**src/rtl/phase_sequencer.sv**
```systemverilog
// phase_sequencer: instruction phase generator for the VeriRISC CPU.
// Run/step/halt control, memory stall handling, timeout fault, retire count.
module phase_sequencer #(
   parameter int PHASE_WIDTH = 3,
   parameter int WAIT_MAX    = 15,
   parameter int COUNT_WIDTH = 16
) (
   input  logic                   clk,
   input  logic                   rst,
   input  logic                   start,
   input  logic                   step,
   input  logic                   halt,
   input  logic                   mem_busy,
   output logic [PHASE_WIDTH-1:0] phase,
   output logic                   running,
   output logic                   halted,
   output logic                   fault,
   output logic                   instr_done,
   output logic [COUNT_WIDTH-1:0] instr_count
);

   typedef enum logic [2:0] {
      IDLE,
      RUN,
      STEP,
      HALTED,
      FAULT
   } state_t;

   localparam logic [PHASE_WIDTH-1:0] PH_ZERO = '0;
   localparam logic [PHASE_WIDTH-1:0] PH_HALT = PHASE_WIDTH'(4);
   localparam logic [PHASE_WIDTH-1:0] PH_LAST = '1;
   localparam logic [7:0]             WAIT_LAST = 8'(WAIT_MAX - 1);

   state_t     state;
   logic [7:0] wait_cnt;
   logic       mem_phase;
   logic       stall;
   logic       halt_hit;
   logic       retire;

   // Phases 0 and 4 never touch memory, so mem_busy cannot stall them.
   assign mem_phase = (phase != PH_ZERO) && (phase != PH_HALT);
   assign stall     = mem_busy && mem_phase;
   assign halt_hit  = halt && (phase == PH_HALT);
   assign retire    = halt_hit || (phase == PH_LAST);

   // Sequencer FSM with all outputs registered alongside the state.
   always_ff @(posedge clk or posedge rst) begin
      if (rst) begin
         state       <= IDLE;
         phase       <= '0;
         wait_cnt    <= '0;
         instr_count <= '0;
         running     <= 1'b0;
         halted      <= 1'b0;
         fault       <= 1'b0;
         instr_done  <= 1'b0;
      end else begin
         instr_done <= 1'b0;
         unique case (state)
            IDLE, HALTED: begin
               if (start) begin
                  state   <= RUN;
                  running <= 1'b1;
                  halted  <= 1'b0;
               end else if (step) begin
                  state   <= STEP;
                  running <= 1'b1;
                  halted  <= 1'b0;
               end
            end
            RUN, STEP: begin
               if (stall) begin
                  if (wait_cnt == WAIT_LAST) begin
                     state   <= FAULT;
                     running <= 1'b0;
                     fault   <= 1'b1;
                  end else begin
                     wait_cnt <= wait_cnt + 8'd1;
                  end
               end else begin
                  wait_cnt <= '0;
                  if (retire) begin
                     phase       <= '0;
                     instr_count <= instr_count + 1'b1;
                     instr_done  <= 1'b1;
                     if (halt_hit || state == STEP) begin
                        state   <= HALTED;
                        running <= 1'b0;
                        halted  <= 1'b1;
                     end
                  end else begin
                     phase <= phase + 1'b1;
                  end
               end
            end
            FAULT: begin
               state <= FAULT;
            end
            default: begin
               state   <= IDLE;
               running <= 1'b0;
               halted  <= 1'b0;
            end
         endcase
      end
   end

endmodule

```
**config.mk**
```make
export PLATFORM = sky130hd
export DESIGN_NAME = phase_sequencer
export DESIGN_NICKNAME = d
export VERILOG_FILES = /design/src/rtl/phase_sequencer.sv
export SDC_FILE = /design/constraint.sdc
export NUM_CORES = 1
export LEC_CHECK = 0
export ABC_AREA = 1
export ABC_CLOCK_PERIOD_IN_PS = 4100
export CORE_ASPECT_RATIO = 0.7
export CORE_MARGIN = 2
export CORE_UTILIZATION = 50
export CTS_CLUSTER_DIAMETER = 40
export DETAILED_ROUTE_END_ITERATION = 8
export PLACE_DENSITY = 0.75
export SYNTH_ARGS = -nofsm -noshare
export SYNTH_HDL_FRONTEND = slang
export SYNTH_SLANG_ARGS = --single-unit
```
**constraint.sdc**
```tcl
create_clock -name clk -period 4.1 [get_ports clk]
set_clock_uncertainty 0.2 [all_clocks]
set_input_delay 0.82 -clock clk [delete_from_list [all_inputs] [get_ports clk]]
set_output_delay 0.82 -clock clk [all_outputs]
set_load 0.03 [all_outputs]
```
# After elaboration in Yosys (flattened, before gate mapping)

Index checks and enable logic that the tools add are counted.

Register bits: 34
Input port bits: 6
Output and inout bits: 23

Add/subtract/negate cells: 3
Equality and inequality tests: 16
Muxes and demuxes: 26
Bitwise gates (word level): 2
Reductions and logical operators: 16

Operator list:

| operator                                                         | count |
|---|---|
| 3-bit two-way mux                                                | 7 |
| 16-bit by 1-bit adder with 16-bit output (second input constant) | 1 |
| 8-bit two-way mux                                                | 2 |
| 3-bit inequality test (second input constant)                    | 5 |
| 1-bit two-way mux                                                | 14 |
| 5-bit AND reduction                                              | 2 |
| 3-bit == test (second input constant)                            | 3 |
| 3-bit case mux with 3 select lines                               | 1 |
| 8-bit by 1-bit adder with 8-bit output (second input constant)   | 1 |
| 8-bit by 4-bit == test with 1-bit output (second input constant) | 1 |
| 2-bit inequality test (second input constant)                    | 4 |
| 3-bit by 2-bit == test with 1-bit output (second input constant) | 2 |
| 1-bit case mux with 3 select lines                               | 2 |
| 3-bit AND reduction                                              | 2 |
| 2-bit AND reduction                                              | 2 |
| 4-bit AND reduction                                              | 1 |
| 2-bit OR reduction                                               | 2 |
| 3-bit by 1-bit adder with 3-bit output (second input constant)   | 1 |
| 3-bit by 1-bit == test with 1-bit output (second input constant) | 1 |
| 1-bit logical AND                                                | 3 |
| 3-bit zero test                                                  | 1 |
| 3-bit nonzero test                                               | 1 |
| 1-bit logical OR                                                 | 2 |
| 1-bit inverter                                                   | 2 |

# Depth between registers and ports, before layout

Gate-level depths: netlist (run 1).

Depth after elaboration: 7
Mapped depth: 11
Mapped depth without buffers: 11

# Worst setup path after synthesis (run 1)

OpenSTA, ideal clock, no wires.

Path kind: input-to-reg
Start point: input halt
End point: register running
Data arrival time: 1.574 ns
Setup slack: 2.208 ns
Cell stages on the path: 9
Path buffers: 0
Cells stage by stage: nand3_1 > nand2_1 > inv_2 > nand2_1 > nand2_1 > nand2_1 > nand3_1 > nand2_1 > nand2_1

Longest elaborated chain between the ends: 4
Elaborated cells between the ends (all ways): 6
Those cells by class: eq/ne: 2; reduce/logical: 4

Ends and longest elaborated chain:

| item                                       | RTL line | text |
|---|---|---|
| from (decl)                                | 12       | `input logic halt,` |
| 1-bit logical AND (*)                      | 45       | `assign halt_hit = halt && (phase == PH_HALT);` |
| 1-bit logical OR, on equally long branches | 88, 46   |  |
| 3-bit inequality test (no line)            | n/a      |  |
| 5-bit AND reduction (no line) (*)          | n/a      |  |
| to (signal assigned)                       | 55       | `running <= 1'b0;` |
| to (signal assigned)                       | 90       | `running <= 1'b0;` |
| to (signal assigned)                       | 103      | `running <= 1'b0;` |
| to (decl)                                  | 15       | `output logic running,` |

Mark *: on every way between the ends. The rest lies on a longest branch, timed or not.
A chain may end at the register's enable or synchronous reset.

# Final worst setup path (run 1)

Start point: register instr_count[0]
End point: output instr_count[0]

RTL lines:

| item                   | RTL line | text |
|---|---|---|
| from (decl)            | 19       | `output logic [COUNT_WIDTH-1:0] instr_count` |
| from (signal assigned) | 86       | `instr_count <= instr_count + 1'b1;` |

No word-level cell between the ends.

==> metrics, run 1 <==
Avg Inst Size Synth=between 8 and 9 um2; leak pwr=~0.0011 uW; vias per inst=approximately 5; peak supply drop=about 0.39 mV; CP Cell Sequence=clkdlybuf4s50_1; Power Density=around 590 nW/um2; arrival time at the worst endpoint=approximately 1.5 ns; CP peak stage delay=~0.72 ns; reg-to-reg slack, setup=about 2.2 ns; Clock transition at path regs=about 0.070 ns; required time worst endpoint=3.08 ns; Register Area=between 800 and 900 um2; Top-Level Pins=29; initial core utilization=0.538; Die Area=approximately 4400 um2; CTS Buf Count=5; cts hold-fix bufs=0; area leader, netlist=dfrtp_1; WL/cell=around 13 um; Psw=620 uW; Comb pwr share=0.468; global route total overflow=0; GP Congestion=0.878; setup TNS=0 ns; antenna cell count=0; synth warn=0; multi-input logic area=between 900 and 1000 um2; clock latency on the worst-skew pair=roughly 0.28 ns; startpoint types=register; f_max=about 400 MHz; Post-Syn Instances=approximately 240; die width=slightly below 80 um; number of flops mapped to enable cells by yosys=0; max-slew violations=0; Post-Syn Nets=roughly 250; Tightest Pin Transition=roughly 0.42 ns; synth cell count leaders=70 x nand2_1, 34 x dfrtp_1, 25 x inv_1; Slew HR=0.719; DRC=0; Port Buf Inserts=28; post-synth top area share=0.436; min-delay worst type=reg -> reg; synth top area cells=dfrtp_1 44%, nand2_1 13%, nand3_1 5.1%, inv_1 4.8%, xor2_1 4.0%; fraction of layout instances using a drive strength above 1=0.104; sequential share of power=0.348; Die Span Y=~56 um; via count=between 1500 and 2000; total track usage=0.221; Hold Slack=0.268 ns; initial DRC count=roughly 100; Filler Cells Inserted=approximately 310; RSZ-0062 raised after global routing=false; ys flop type=dfrtp_1; ys async rst share=1.00; Pre-Repair DR Iteration Count=5; # H-tree levels=2; first-pass GRT wire length=7420 um; Final nets=about 290; post-synthesis register bit count=34; final setup vio count=0; initial antenna violation count=0; core area=about 3600 um2; CTS tree=done; Max-cap violations=0; Setup Crit Path Kind=reg -> out; hpwl dp=around 3100 um; area delta synth->final=22.1%; Crit Path Max Fanout=6; antenna-violating nets left=0; Max Root-Sink Buffers=2; switch share=0.443; post-synthesis sequential area ratio=0.436; fin crit period=~2.5 ns; Syn Std Cell Area=slightly below 2000 um2; FP Rows=18; final WL=just over 4000 um; clock power share=0.184; status=finished clean; postcts setup bufs=0; count leader, synth=nand2_1; vias in the first global route=~1600; Setup crit end kind=primary output; largest net degree at the start of global routing=35; Distinct cells, synth=28; delay-heaviest family, CP=buffers and inverters; Pint=a little under 800 uW; Final Hold Viols=0; Clock Sinks=34; CP Buf/Inv Count=1; Root Driver=clkbuf_8; PostCTS Resize Cnt=0; Slowest-stage cell, CP=clkdlybuf4s50_1; period utilization=0.608
## stage by stage
stage	power [uW]	area [um2]	cells	worst slack [ns]	utilization
after floorplan	939	1950	242	2.21	-
after global placement	1140	2290	320	1.63	0.631
after detailed placement	1140	2290	320	1.61	0.631
after CTS	1400	2380	328	1.61	0.656
after global routing	1510	2380	328	1.55	0.656
final	1400	2380	328	1.61	0.656
## state kept, by name, summed over array words and instances (netlist names)
| register | flops |
|---|---|
| halted | 1 |
| instr_count | 16 |
| phase | 3 |
| running | 1 |
| instr_done | 1 |
| fault | 1 |
| state | 3 |
| wait_cnt | 8 |
## power groups by stage
stage                     clock [uW]  sequential, uW  combinational (uW)
after floorplan                    0             579                 360
after global placement             0             490                 648
after detailed placement           0             491                 652
after CTS                        262             486                 654
after global routing             281             501                 728
final                            257             486                 654
## worst paths after layout
| path | from | endpoint | cells past startpoint |
|---|---|---|---|
| worst max-delay path | instr_count[0]$_DFFE_PP0P_ | instr_count[0] | 1 |
| worst min-delay path | fault$_DFFE_PP0P_ | fault$_DFFE_PP0P_ | 1 |
| worst max register to register | phase[0]$_DFFE_PP0P_ | running$_DFFE_PP0P_ | 10 |
| worst min register to register | fault$_DFFE_PP0P_ | fault$_DFFE_PP0P_ | 1 |
| max in group asynchronous | rst | phase[1]$_DFFE_PP0P_ | 3 |
| min in group asynchronous | rst | wait_cnt[7]$_DFFE_PP0P_ | 3 |
## per-layer routing
| metal | wire length, um | global-route usage | vias up |
|---|---|---|---|
| met5 | 0 | 0 | - |
| met4 | 30 | 0.0752 | 0 |
| met3 | 240 | 0.0584 | 2 |
| met2 | 1570 | 0.274 | 46 |
| met1 | 2290 | 0.361 | 771 |
| li1 | - | - | 849 |
## placed cells by master, fill, tap and decap left out, drive strengths merged
cell            n
clkdlybuf4s50  28
dfrtp          34
a21oi           2
o21ai          18
or2             1
xor2            9
nand3b          1
xnor2           5
o22ai           3
a21o            1
nand4           7
nor2           20
clkbuf          7
clkinv          1
nand2          76
ha              6
nand3          21
nor3            7
buf             1
inv            30
## cell type report
cell class,instances,share of cell area
inverters,30,0.0484
clock inverters,1,0.00210
multi-input cells,177,0.409
well taps,50,0.0263
flip-flops and latches,34,0.358
repair buffers,29,0.121
clock buffers,7,0.0363
## cell families (layout without fill, tap and decap cells)
family | Yosys count | after routing | synth area share
simple gates | 133 | 133 | 0.331
flops | 34 | 34 | 0.436
buf+inv | 31 | 67 | 0.0648
compound gates | 24 | 24 | 0.0667
xor+xnor | 14 | 14 | 0.0629
fa+ha+maj | 6 | 6 | 0.0385
(Power assumes the default switching activity.)
==> run 2, diff against run 1 <==
--- a/config.mk
+++ b/config.mk
@@ -6,10 +6,10 @@
 export NUM_CORES = 1
 export LEC_CHECK = 0
 export ABC_AREA = 1
-export ABC_CLOCK_PERIOD_IN_PS = 4100
+export ABC_CLOCK_PERIOD_IN_PS = 2200
 export CORE_ASPECT_RATIO = 0.7
 export CORE_MARGIN = 2
-export CORE_UTILIZATION = 50
+export CORE_UTILIZATION = 48
 export CTS_CLUSTER_DIAMETER = 40
 export DETAILED_ROUTE_END_ITERATION = 8
 export PLACE_DENSITY = 0.75
==> constraint.sdc (replaced) <==
create_clock -name clk -period 2.2 [get_ports clk]
set_clock_uncertainty 0.2 [all_clocks]
set_input_delay 0.44 -clock clk [delete_from_list [all_inputs] [get_ports clk]]
set_output_delay 0.44 -clock clk [all_outputs]
set_load 0.03 [all_outputs]
==> run 2 against run 1 <==
  * Worst hold slack worse by 0.0017 ns
  * Wire length up 3.8%
  * Worst setup slack worse by 1.5 ns
  * Cell count rose by 0.61%
  * Combinational power grew 87%
  * Clock power rose by 86%
  * Register-to-register slack got worse by 2.0 ns
==> metrics, run 2 (same netlist as run 1, synthesis figures left out) <==
Pre-Repair DR Iteration Count=4; Slew HR=0.717; Root Driver=clkbuf_8; via count=1679; antenna-violating nets left=0; met2 Use GR=0.281; # H-tree levels=2; DRC=0; PostCTS Resize Cnt=0; worst setup path startpoint=instr_count[0]$_DFFE_PP0P_; Clock Sinks=34; fin crit period=roughly 2.1 ns; required time worst endpoint=roughly 1.6 ns; CP Buf/Inv Count=1; Setup crit end kind=primary output; fraction of layout instances using a drive strength above 1=0.104; WL/cell=approximately 13 um; startpoint types=register; CP peak stage delay=between 0.7 and 0.8 ns; period utilization=0.953; die width=about 80 um; f_max=around 480 MHz; final setup vio count=0; vias in the first global route=roughly 1600; Max Root-Sink Buffers=2; largest registers=instr_count x16, wait_cnt x8; Top-Level Pins=29; peak supply drop=between 0.5 and 0.6 mV; Final Hold Viols=0; cell count of the worst reg-to-reg path=9; Port Buf Inserts=28; final cell count without fillers=330; vias per inst=between 5 and 6; arrival time at the worst endpoint=approximately 1.5 ns; first-pass GRT wire length=7360 um; CP Depth=1; Placed Area=approximately 2300 um2; Crit Path Max Fanout=6; Slowest-stage cell, CP=clkdlybuf4s50_1; fin area=roughly 2400 um2; Final nets=289; Die Area=roughly 4600 um2; largest net degree at the start of global routing=35; core area=just under 4000 um2; met3 GRT Util=0.0380; min-delay worst type=reg -> reg; Max-cap violations=0; Largest register FFs=16; delay-heaviest family, CP=buffers and inverters; initial core utilization=0.500; Die Span Y=57.3 um; initial DRC count=approximately 150; CTS Buf Count=5; final WL=between 4000 and 5000 um; Clock transition at path regs=around 0.07 ns; GP Congestion=roughly 0.9; leak pwr=roughly 0.0011 uW; Power Density=about 1100 nW/um2; Setup crit end=instr_count[0]; Setup Crit Path Kind=reg -> out; max-slew violations=0; CP Cell Sequence=clkdlybuf4s50_1; most common cell after layout, fill and taps aside=nand2_1; area delta synth->final=22.2%; Setup WS post-layout=just over 0.1 ns; met1 layer usage reported by global route=0.338; Place WS=0.0534 ns; clock latency on the worst-skew pair=0.29 ns; setup TNS=0 ns; placed cell count=between 300 and 400; Filler Cells Inserted=357; global route total overflow=0; register with the most flip-flops=instr_count; most used routing layer=met1; reg-to-reg slack, setup=around 0.25 ns; hpwl dp=~3200 um; worst r2r src=phase[0]$_DFFE_PP0P_; total track usage=0.211; CTS tree=done; status=finished clean; r2r endpoint=instr_count[6]$_DFFE_PP0P_; cts hold-fix bufs=0; initial antenna violation count=0; RSZ-0062 raised after global routing=false; Tightest Pin Transition=around 0.42 ns; antenna cell count=0; most frequent cells in the layout=70 x nand2_1, 34 x dfrtp_1, 28 x clkdlybuf4s50_1, 25 x inv_1, 20 x nand3_1; FP Rows=19; postcts setup bufs=0
run 2: worst min path at each step:
| stage | start | to | slack [ns] | cells past startpoint |
|---|---|---|---|---|
| 2_1_floorplan | state[1]$_DFFE_PP0P_ | state[1]$_DFFE_PP0P_ | 0.28 | 2 |
| 3_3_place_gp | fault$_DFFE_PP0P_ | fault$_DFFE_PP0P_ | 0.24 | 1 |
| 3_5_place_dp | fault$_DFFE_PP0P_ | fault$_DFFE_PP0P_ | 0.26 | 1 |
| 4_1_cts | fault$_DFFE_PP0P_ | fault$_DFFE_PP0P_ | 0.27 | 1 |
| 5_1_grt | fault$_DFFE_PP0P_ | fault$_DFFE_PP0P_ | 0.29 | 1 |
| 6_report | fault$_DFFE_PP0P_ | fault$_DFFE_PP0P_ | 0.27 | 1 |
run 2: power breakdown:
| group | internal, uW | leakage, uW | switching [uW] |
|---|---|---|---|
| clock | 252 | 0.0000482 | 225 |
| combinational | 430 | 0.000659 | 794 |
| sequential | 769 | 0.000442 | 143 |
run 2: final cells by class:
type                            count  area [um2]  share of cell area
Clock inverter                      1        5.00             0.00210
Sequential cell                    34         851               0.357
Tap cell                           52        65.1              0.0273
Inverter                           30         115              0.0483
Multi-Input combinational cell    177         972               0.408
Clock buffer                        7        86.3              0.0362
Timing Repair Buffer               29         288               0.121
run 2: routing by layer:
layer  share of wire  wire [um]
met1            0.51       2200
met2            0.40       1720
met3           0.069        298
met4           0.018         77
met5               0          0
run 2: through the flow:
stage | utilization | total power (uW) | hold WS (ns)
after floorplan | - | 1750 | 0.284
after global placement | 0.588 | 2120 | 0.239
after detailed placement | 0.588 | 2130 | 0.256
after CTS | 0.611 | 2620 | 0.270
after global routing | 0.611 | 2800 | 0.287
final | 0.611 | 2610 | 0.267
==> run 3, diff against run 2 <==
--- a/config.mk
+++ b/config.mk
@@ -10,7 +10,6 @@
 export CORE_ASPECT_RATIO = 0.7
 export CORE_MARGIN = 2
 export CORE_UTILIZATION = 48
-export CTS_CLUSTER_DIAMETER = 40
 export DETAILED_ROUTE_END_ITERATION = 8
 export PLACE_DENSITY = 0.75
 export SYNTH_ARGS = -nofsm -noshare
==> results of run 3 <==
Final layout, timing and power as in run 2 (identical DEF).
==> variant 1: new RTL, settings of run 1 <==
The parameter `PHASE_WIDTH` goes from 3 to 5.
--- a/src/rtl/phase_sequencer.sv
+++ b/src/rtl/phase_sequencer.sv
@@ -1,7 +1,7 @@
 // phase_sequencer: instruction phase generator for the VeriRISC CPU.
 // Run/step/halt control, memory stall handling, timeout fault, retire count.
 module phase_sequencer #(
-   parameter int PHASE_WIDTH = 3,
+   parameter int PHASE_WIDTH = 5,
    parameter int WAIT_MAX    = 15,
    parameter int COUNT_WIDTH = 16
 ) (
Ports: changed (resized phase); port bits go from 29 to 31. No check against the original RTL was run, so the function may have changed too.
==> variant 1 against run 1 <==
  * Worst setup slack gained 0.016 ns
  * First-iteration DRC count is 22% higher
  * Final area grew 7.4%
  * Area after synthesis is 8.7% higher
  * Wire length is 10% higher
  * Sequential cell count increased by 2
  * Critical path type unchanged
  * Largest cell class unchanged
  * Highest routed layer unchanged
Power is not compared: it rests on default switching activity, and its combinational part moved more than twofold at a synthesized area within 25%.
==> variant 1: results (changes against run 1) <==
[global_route]
track_usage_pct=21.9  ; -0.27 points
use_met1_pct=35.3  ; -0.79 points
antenna_found_initial=0  ; unchanged
grt_pass1_vias=1695  ; +8.2%
grt_util_met3_pct=5.37  ; -0.48 points
grt_start_max_net_pins=37  ; +5.7%
globalRouteMet2Util_pct=28.3  ; +0.99 points
grt_pass1_wl_mm=7.87  ; +6.1%

[sta]
slew_headroom_pct=61.1  ; -11 points
finalSetupViolCount=0  ; unchanged

[setup_path]
critical_path.max_fanout=6  ; unchanged
path_delay_family=buffers and inverters
rr_worst_depth=11  ; +1
cp_data_arrival_time_ns=1.46
critical-path-max-stage-delay_ns=0.71

[finish]
largest_reg_flops=16  ; unchanged
layout.nets=334  ; +16%
top_regs=instr_count (16), wait_cnt (8), phase (5)
antenna_cells=0  ; unchanged
drive_above_1_share_pct=6.21  ; -4.2 points
fillers=360  ; +15%

[detailed_routing]
wl_mm=4.55  ; +10%
firstDrtPassIters=4  ; -1
via_per_inst=5.06  ; -0.57%
drtIter0Drc=127  ; +22%
dr_total_vias=1891  ; +13%

[logic_synthesis]
yosysUniqueCellTypes=23  ; -18%
synthArstFlopShare_pct=100  ; unchanged
yosys-top-cells-count=93 x nand2_1, 36 x dfrtp_1, 33 x nor2_1
avgSynthCellArea_um2=7.39  ; -8.3%
syn_nets=299  ; +18%
yosysSeqAreaShare_pct=42.5  ; -1.1 points
yosysWarnings=0  ; unchanged
synth.area.top_cells=dfrtp_1 43%, nand2_1 16%, nor2_1 5.8%, inv_1 5.7%, nand3_1 5.4%

[clocking]
clk_pin_slew_ns=0.07  ; about the same
root_buffer=clkbuf_8
htreeDepth=2  ; unchanged
cts_resized=0  ; unchanged
cts_setup_buffers=0  ; unchanged
clock_latency_ns=0.29
cts_made_buffers=5  ; unchanged

[placement]
dp_cells=367  ; +15%
place_congestion=0.832  ; -5.2%
dp_hpwl_mm=3.37  ; +8.5%
pre_cts_ws_ns=1.63  ; +0.0207 ns
port_buffers=30  ; +7.1%

[worst_hold_path]
hold_depth=1  ; unchanged
hold_path_class=register to register

[outcome]
status=finished clean

## variant 1: cell type report
type / count / area share, %
Multi-Input combinational cell: 212 / 40.9
Inverter: 36 / 5.48
Sequential cell: 36 / 35.3
Clock buffer: 7 / 3.77
Tap cell: 52 / 2.55
Timing Repair Buffer: 31 / 12.0
## variant 1: kinds of logic after synthesis
kind of cell	share of synthesized area (%)
and+or+nand+nor	34.2
buffers and inverters	8.21
AOI/OAI and AO/OA	6.20
DFF	42.5
xor gates and xnor gates	5.37
adders and majority gates	3.54
## variant 1: layer usage
metal  part of all wire [%]  up-vias
met3                    5.1        5
met2                     39       39
met1                     55      866
li1                       -      981
met5                      0        -
met4                   0.92        0
## variant 1: through the flow
step / instance area [um^2] / hold WS [ns] / total power (uW)
global placement: 2460 / 0.252 / 378
finish: 2550 / 0.261 / 645
CTS: 2550 / 0.264 / 652
floorplan: 2120 / 0.297 / 369
detailed placement: 2460 / 0.247 / 378
global route: 2550 / 0.300 / 677
## variant 1: path summary, 6_finish.rpt
path | startpoint | to | slack (ns)
worst max-delay path | instr_count[5]$_DFFE_PP0P_ | instr_count[5] | 1.62
worst min-delay path | fault$_DFFE_PP0P_ | fault$_DFFE_PP0P_ | 0.26
worst max register to register | phase[0]$_DFFE_PP0P_ | instr_count[6]$_DFFE_PP0P_ | 2.05
worst min register to register | fault$_DFFE_PP0P_ | fault$_DFFE_PP0P_ | 0.26
max in group asynchronous | rst | instr_count[8]$_DFFE_PP0P_ | 2.62
min in group asynchronous | rst | instr_done$_DFF_PP0_ | 0.74
## variant 1: power breakdown
group | internal (uW) | switching [uW]
Combinational | 5.35 | 10.3
Clock | 150 | 125
Sequential | 355 | 0
==> variant 2: new RTL, settings of run 1 <==
Without the edit above. Reset style: synchronous (`rst`), changed in one clocked block.
--- a/src/rtl/phase_sequencer.sv
+++ b/src/rtl/phase_sequencer.sv
@@ -46,7 +46,7 @@
    assign retire    = halt_hit || (phase == PH_LAST);
 
    // Sequencer FSM with all outputs registered alongside the state.
-   always_ff @(posedge clk or posedge rst) begin
+   always_ff @(posedge clk) begin
       if (rst) begin
          state       <= IDLE;
          phase       <= '0;
Check against the original RTL: differs if rst is asserted again (counterexample within 4 cycles, from zero or initial values and one cycle with rst high); with rst held inactive, the same outputs for 10 cycles.
==> variant 2 against run 1 <==
  * Maximum frequency up 0.70%
  * Sequential cell count unchanged
  * Combinational power down 36%
  * First-iteration DRC count up 13%
  * Final cell count up 5.5%
  * Wire length unchanged
  * Sequential share of layout area down 6.7 points
  * Final area down 1.4%
  * Worst setup slack better by 0.017 ns
  * Area after synthesis down 1.3%
  * Largest cell class unchanged
  * Total power down 25%
  * Sequential power down 20%
  * Non-clock buffer count unchanged
==> variant 2: results (changes against run 1) <==
[setup_path]
setup.worst_path.end=instr_count[8]
rr_worst_depth=12  ; +2
critPathLaunch=instr_count[8]$_SDFFE_PP0P_
r2r_end=state[0]$_SDFFE_PP0P_
critical_path.max_fanout=5  ; -1
cp_data_arrival_time_ns=1.45  ; -0.02 ns
rrSetupSlack_ns=2.08  ; -0.13 ns
worstReg2RegStart=phase[0]$_SDFFE_PP0P_

[worst_hold_path]
hold_path_end=fault$_SDFFE_PP0P_

[placement]
placed_area_um2=2260  ; -1.1%
dp_cells=340  ; +6.3%
place_congestion=0.826  ; -5.9%
pre_cts_ws_ns=1.56  ; -0.0473 ns
dp_hpwl_mm=3.08  ; -0.88%

[detailed_routing]
wl_mm=4.13  ; unchanged
drtIter0Drc=118  ; +13%

[logic_synthesis]
yosys-top-cells-count=46 x nand2_1, 34 x dfxtp_1, 31 x inv_1, 31 x nor2_1, 20 x a21oi_1
ys.flop_type=dfxtp_1

[power_and_ir_drop]
ir_drop_uv=326  ; -16%
power_per_cell_area_nw_per_um2=448  ; -24%

[global_route]
grt_start_max_net_pins=17  ; -51%
grt_pass1_wl_mm=7.31  ; -1.4%

[outcome]
status=finished clean

[sta]
slew_headroom_pct=68.8  ; -3.1 points
min_period_over_period_pct=60.3  ; -0.43 points

[finish]
seqCellArea_um2=681  ; -20%
fillers=331  ; +6.1%

-- variant 2: cell types whose count changed in the layout (fill, tap and decap cells not counted), moves of 8 or more --
cell	before	now
a21oi_1	1	20
dfrtp_1	34	0
dfxtp_1	0	34
nand2_1	70	46
nor2_1	14	31
xor2_1	9	1
-- variant 2: power breakdown --
group | switching (uW) | internal [uW]
combinational | 280 | 139
clock | 115 | 129
sequential | 27.4 | 360
-- variant 2: cells by family (layout without fill, tap and decap cells) --
group | Yosys count | in the layout | synth area share (%)
xor+xnor | 1 | 1 | 0.455
buf+inv | 41 | 73 | 8.19
simple gates | 137 | 137 | 39.4
flops | 34 | 34 | 35.4
compound gates | 45 | 45 | 12.7
fa+ha+maj | 6 | 6 | 3.90
-- variant 2: routing by layer --
layer	global-route usage, %	vias up	wire (um)
met3	4.87	5	207
met2	28.3	38	1650
li1	-	926	-
met1	32.5	792	2240
met4	8.02	0	38
met5	0	-	0
